`src/rtl/dna_id_reader.sv`:
```
`default_nettype none
`timescale 1ns/1ps
// ============================================================================
// dna_id_reader : reads a DNA_PORT-style serial ID into a parallel word, with
//                 start/busy/done handshake, rate divider and expected-ID compare
// Revision      : 1.0
// ============================================================================

module dna_id_reader #(
    parameter int                  ID_WIDTH    = 57,
    parameter int                  OUT_WIDTH   = 64,
    parameter int                  DIV         = 1,
    parameter int                  AUTO_START  = 1,
    parameter int                  RECIRC      = 1,
    parameter logic [ID_WIDTH-1:0] EXPECTED_ID = '0
) (
    input  logic                 clk_i,
    input  logic                 rst_n_i,
    input  logic                 start_i,
    output logic                 dna_read_o,
    output logic                 dna_shift_o,
    output logic                 dna_din_o,
    input  logic                 dna_dout_i,
    output logic                 busy_o,
    output logic                 done_o,
    output logic                 id_valid_o,
    output logic [OUT_WIDTH-1:0] id_o,
    output logic                 match_o
);

    localparam int                CNT_W    = (ID_WIDTH > 1) ? $clog2(ID_WIDTH) : 1;
    localparam logic [7:0]        DIV_M1   = 8'(DIV - 1);
    localparam logic [CNT_W-1:0]  LAST_BIT = CNT_W'(ID_WIDTH - 1);

    typedef enum logic [1:0] {
        ST_IDLE  = 2'd0,
        ST_LOAD  = 2'd1,
        ST_SHIFT = 2'd2,
        ST_DONE  = 2'd3
    } state_t;

    state_t                state_q, state_d;
    logic [7:0]            div_q, div_d;
    logic [CNT_W-1:0]      bit_q, bit_d;
    logic [ID_WIDTH-1:0]   sreg_q, sreg_d;
    logic [OUT_WIDTH-1:0]  id_q, id_d;
    logic                  busy_q, busy_d;
    logic                  done_q, done_d;
    logic                  valid_q, valid_d;
    logic                  match_q, match_d;
    logic                  read_q, read_d;
    logic                  shift_q, shift_d;
    logic                  first_q;

    logic                  w_tick;
    logic                  w_bit;
    logic                  w_go;
    logic [ID_WIDTH-1:0]   w_sreg_shift;

    always_comb begin
        w_tick = (div_q == 8'd0);
        // Anything other than a clean 1 on DOUT (X/Z included) is taken as 0.
        w_bit = 1'b0;
        if (dna_dout_i) begin
            w_bit = 1'b1;
        end
        w_sreg_shift = (sreg_q << 1) | ID_WIDTH'(w_bit);

        state_d = state_q;
        div_d   = w_tick ? DIV_M1 : (div_q - 8'd1);
        bit_d   = bit_q;
        sreg_d  = sreg_q;
        id_d    = id_q;
        busy_d  = busy_q;
        done_d  = 1'b0;
        valid_d = valid_q;
        match_d = match_q;
        w_go    = 1'b0;

        case (state_q)
            ST_IDLE:  w_go = start_i || first_q;
            ST_DONE:  w_go = start_i;
            ST_LOAD: begin
                if (w_tick) begin
                    state_d = ST_SHIFT;
                end
            end
            ST_SHIFT: begin
                if (w_tick) begin
                    sreg_d = w_sreg_shift;
                    bit_d  = bit_q + 1'b1;
                    if (bit_q == LAST_BIT) begin
                        state_d = ST_DONE;
                        id_d    = OUT_WIDTH'(w_sreg_shift);
                        valid_d = 1'b1;
                        busy_d  = 1'b0;
                        done_d  = 1'b1;
                        match_d = (w_sreg_shift == EXPECTED_ID);
                    end
                end
            end
            default: state_d = ST_IDLE;
        endcase

        if (w_go) begin
            state_d = ST_LOAD;
            div_d   = DIV_M1;
            busy_d  = 1'b1;
            valid_d = 1'b0;
            match_d = 1'b0;
            sreg_d  = '0;
            bit_d   = '0;
        end

        // Strobes are registered, so they look one cycle ahead at the next tick.
        read_d  = (state_d == ST_LOAD)  && (div_d == 8'd0);
        shift_d = (state_d == ST_SHIFT) && (div_d == 8'd0);
    end

    always_ff @(posedge clk_i or negedge rst_n_i) begin
        if (!rst_n_i) begin
            state_q <= ST_IDLE;
            div_q   <= 8'd0;
            bit_q   <= '0;
            sreg_q  <= '0;
            id_q    <= '0;
            busy_q  <= 1'b0;
            done_q  <= 1'b0;
            valid_q <= 1'b0;
            match_q <= 1'b0;
            read_q  <= 1'b0;
            shift_q <= 1'b0;
            first_q <= (AUTO_START != 0);
        end else begin
            state_q <= state_d;
            div_q   <= div_d;
            bit_q   <= bit_d;
            sreg_q  <= sreg_d;
            id_q    <= id_d;
            busy_q  <= busy_d;
            done_q  <= done_d;
            valid_q <= valid_d;
            match_q <= match_d;
            read_q  <= read_d;
            shift_q <= shift_d;
            first_q <= 1'b0;
        end
    end

    // DIN must see DOUT in the same cycle for the primitive to rotate back to its original value.
    generate
        if (RECIRC != 0) begin : g_recirc
            assign dna_din_o = w_bit;
        end else begin : g_no_recirc
            assign dna_din_o = 1'b0;
        end
    endgenerate

    assign dna_read_o  = read_q;
    assign dna_shift_o = shift_q;
    assign busy_o      = busy_q;
    assign done_o      = done_q;
    assign id_valid_o  = valid_q;
    assign id_o        = id_q;
    assign match_o     = match_q;

endmodule

`default_nettype wire

```
`config.mk`:
```
export PLATFORM = sky130hd
export DESIGN_NAME = dna_id_reader
export DESIGN_NICKNAME = d
export VERILOG_FILES = /design/src/rtl/dna_id_reader.sv
export SDC_FILE = /design/constraint.sdc
export NUM_CORES = 1
export LEC_CHECK = 0
export ABC_AREA = 1
export CELL_PAD_IN_SITES_DETAIL_PLACEMENT = 0
export CELL_PAD_IN_SITES_GLOBAL_PLACEMENT = 1
export CORE_AREA = 5 5 132 134
export DETAILED_ROUTE_END_ITERATION = 10
export DIE_AREA = 0 0 137 139
export GPL_ROUTABILITY_DRIVEN = 0
export PLACE_DENSITY_LB_ADDON = 0.1
export SLEW_MARGIN = 10
export SYNTH_ARGS = -nofsm -noshare
export SYNTH_HDL_FRONTEND = slang
export SYNTH_SLANG_ARGS = --single-unit
```
`constraint.sdc`:
```
create_clock -name clk_i -period 1.95 [get_ports clk_i]
set_clock_uncertainty 0.15 [all_clocks]
set_input_delay 0.39 -clock clk_i [delete_from_list [all_inputs] [get_ports clk_i]]
set_output_delay 0.39 -clock clk_i [all_outputs]
set_load 0.005 [all_outputs]
```
==> impl_metrics.ini <==
[status]
outcome = completed

[timing]
finalSetupViolations = 0
max_freq_mhz = 530
hold_viol = 0
fin_crit_sh = 0.968
rsz0062_at_grt = true
finalMaxSlewViolations = 0
finalSetupTns_ns = 0
fin_crit_ns = 1.89
setup_slack_ns = 0.0632

[grt]
antenna_found_initial = 0
grt_pass1_wl_mm = 22.6
grtUsageTotal = 0.147
grt_start_max_net_pins = 58
overflow = 0
grt_pass1_vias = 4673

[setup_path]
crit_chain = clkdlybuf4s50_1
cp-startpoint = id_valid_o
critPathTopFamily = buffers and inverters
cp_data_required_time_ns = 1.41
path_buf_inv = 1
critical_path.slowest_cell = clkdlybuf4s50_1
arrival_ns = 1.35
slowest_delay_ns = 0.53
worst-path-stages = 1
ff2ff_path_depth = 8
crit_path_start_kind = register
r2r_setup_slack_ns = 0.13
cp_max_fo = 2
cp-end-kind = output port
r2r_start = state_q[1]
worst-setup-path-type = reg2out

[final_layout]
fin_nets = 731
seq_area_um2 = 3400
drive_above_1_share = 0.161
syn_to_final_growth_pct = 27.7
antennaDiodeCount = 0
multi_input_area_um2 = 2060
final_area_um2 = 7660
instances_no_fill = 952
fillers = 1581

[detailed_routing]
dr_total_vias = 4447
dr.pass1.iters = 4
drt-vias-per-instance = 4.67
drt_iter0_drc = 199
finalWirelength_mm = 12.9
wl_per_cell_um = 13.5
final_antenna_net_count = 0
drc = 0

[placement]
place_hpwl_mm = 8.91
placed_cells = 914
placed_area_um2 = 7010
place_ws_ns = -0.110
io_buffers = 67

[floorplan]
io_pins = 75
coreArea_um2 = 16200
dieArea_um2 = 19000
rows = 47
start_util = 0.371
fp.dieW_um = 137
die_h_um = 139

[cts]
numCtsBuffers = 17
cts_tree = built
cts-root-buf = clkbuf_16
htreeDepth = 4
clk_latency_ns = 0.41
cts_sinks = 136
clockBufferDepth = 2
path_clk_slew_ns = 0.06

[synth]
ys_ff_latch = 136
synthCells = 634
synth.area.top_cells = dfrtp_1 56%, nand2_1 6.8%, o21ai_0 5.8%, inv_1 5.1%, nand3_1 4.0%
synth_area_um2 = 5990
ys_types = 31
post_synth.cell_area_avg_um2 = 9.45
ys_seq_area_frac = 0.568
synth_area_leader_cell = dfrtp_1
yosysWarnings = 0
synth_top_area_frac = 0.564

[power]
power.density_nw_per_um2 = 798
leakagePower_nw = 3.74
irDropWorstVdd_mv = 0.536

[job]
maxCapViolCount = 0

[min_path]
hold_class = in2async
stage by stage:
stage / util / total power [W] / hold WS [ns]
after floorplan: - / 0.00309 / -0.0556
after global placement: 0.434 / 0.00319 / 0.178
after detailed placement: 0.434 / 0.00320 / 0.177
after CTS: 0.469 / 0.00621 / 0.307
after global routing: 0.473 / 0.00638 / 0.337
final: 0.473 / 0.00611 / 0.309
final timing paths:
path / to
hold reg to reg: busy_o
max in group asynchronous: sreg_q[0]
min in group clk_i: busy_o
hold / removal: id_o[46]
setup reg to reg: bit_q[3]
setup / recovery: id_valid_o
what timing repair did:
item,in CTS,in global routing
pin swaps,1,5
buffers inserted,0,5
hold buffers,1,0
endpoints found under the hold margin,35,0
resized for setup,3,14
setup endpoints to repair,8,94
worst reg2reg max path: stages (launching register included):
cell	delay (ns)
dfrtp_1	0.41
buf_4	0.16
ha_1	0.18
nor2_1	0.11
nor2_2	0.06
nand2_4	0.16
buf_6	0.27
o21ai_0	0.12
a21oi_1	0.12
where the power goes:
part | leakage (nW) | total [W] | switching, W | internal (W)
Combinational | 1.70 | 0.000226 | 0.000149 | 0.0000774
Clock | 0.279 | 0.00297 | 0.00115 | 0.00182
Sequential | 1.77 | 0.00291 | 0.0000301 | 0.00288
per-layer routing:
layer  up-vias  part of all wire  global-route usage
li1       2221                 -                   -
met1      2157              0.48               0.191
met2        60              0.48               0.238
met3         9             0.031              0.0385
met4         0            0.0090              0.0509
met5         -                 0                   0
placed cells by master (no fill, tap or decap), types with 18 or more instances in the layout:
cell	instances
buf_4	18
clkdlybuf4s50_1	65
dfrtp_1	135
inv_1	79
nand2_1	108
nand3_1	48
nand3_2	20
nor2_1	33
o21ai_0	66
o21ai_1	34
o21ai_2	20
cells in the mapped netlist (all sizes together):
master    n
a21oi     3
o31ai     2
nor3      1
ha        8
nand2   113
nand3    68
o211ai    1
nor2     38
clkinv    1
dfrtp   135
nand3b    1
inv      83
o21ai   120
clkbuf    8
buf      31
conb      1
nand4    17
xor2      2
dfstp     1
flip-flops by register name, indices dropped and copies added, names as in the netlist:
register     cells
sreg_q          56
dna_shift_o      1
match_o          1
first_q          1
done_o           1
id_o            57
dna_read_o       1
state_q          2
id_valid_o       1
div_q            8
busy_o           1
bit_q            6
final cells by class:
cell class,count,area share
clock inverters,7,0.00539
well taps,220,0.0360
inverters,84,0.0415
repair buffers,98,0.136
multi-input cells,382,0.269
flip-flops and latches,136,0.445
clock buffers,25,0.0673
logic make-up after synthesis:
family                     share of synthesized area
AOI/OAI and AO/OA                              0.119
xor gates and xnor gates                     0.00292
adders and majority gates                     0.0167
buffers and inverters                         0.0990
DFF                                            0.568
other                                       0.000626
and+or+nand+nor                                0.194
Note: power is estimated with default switching activity, not from simulation.
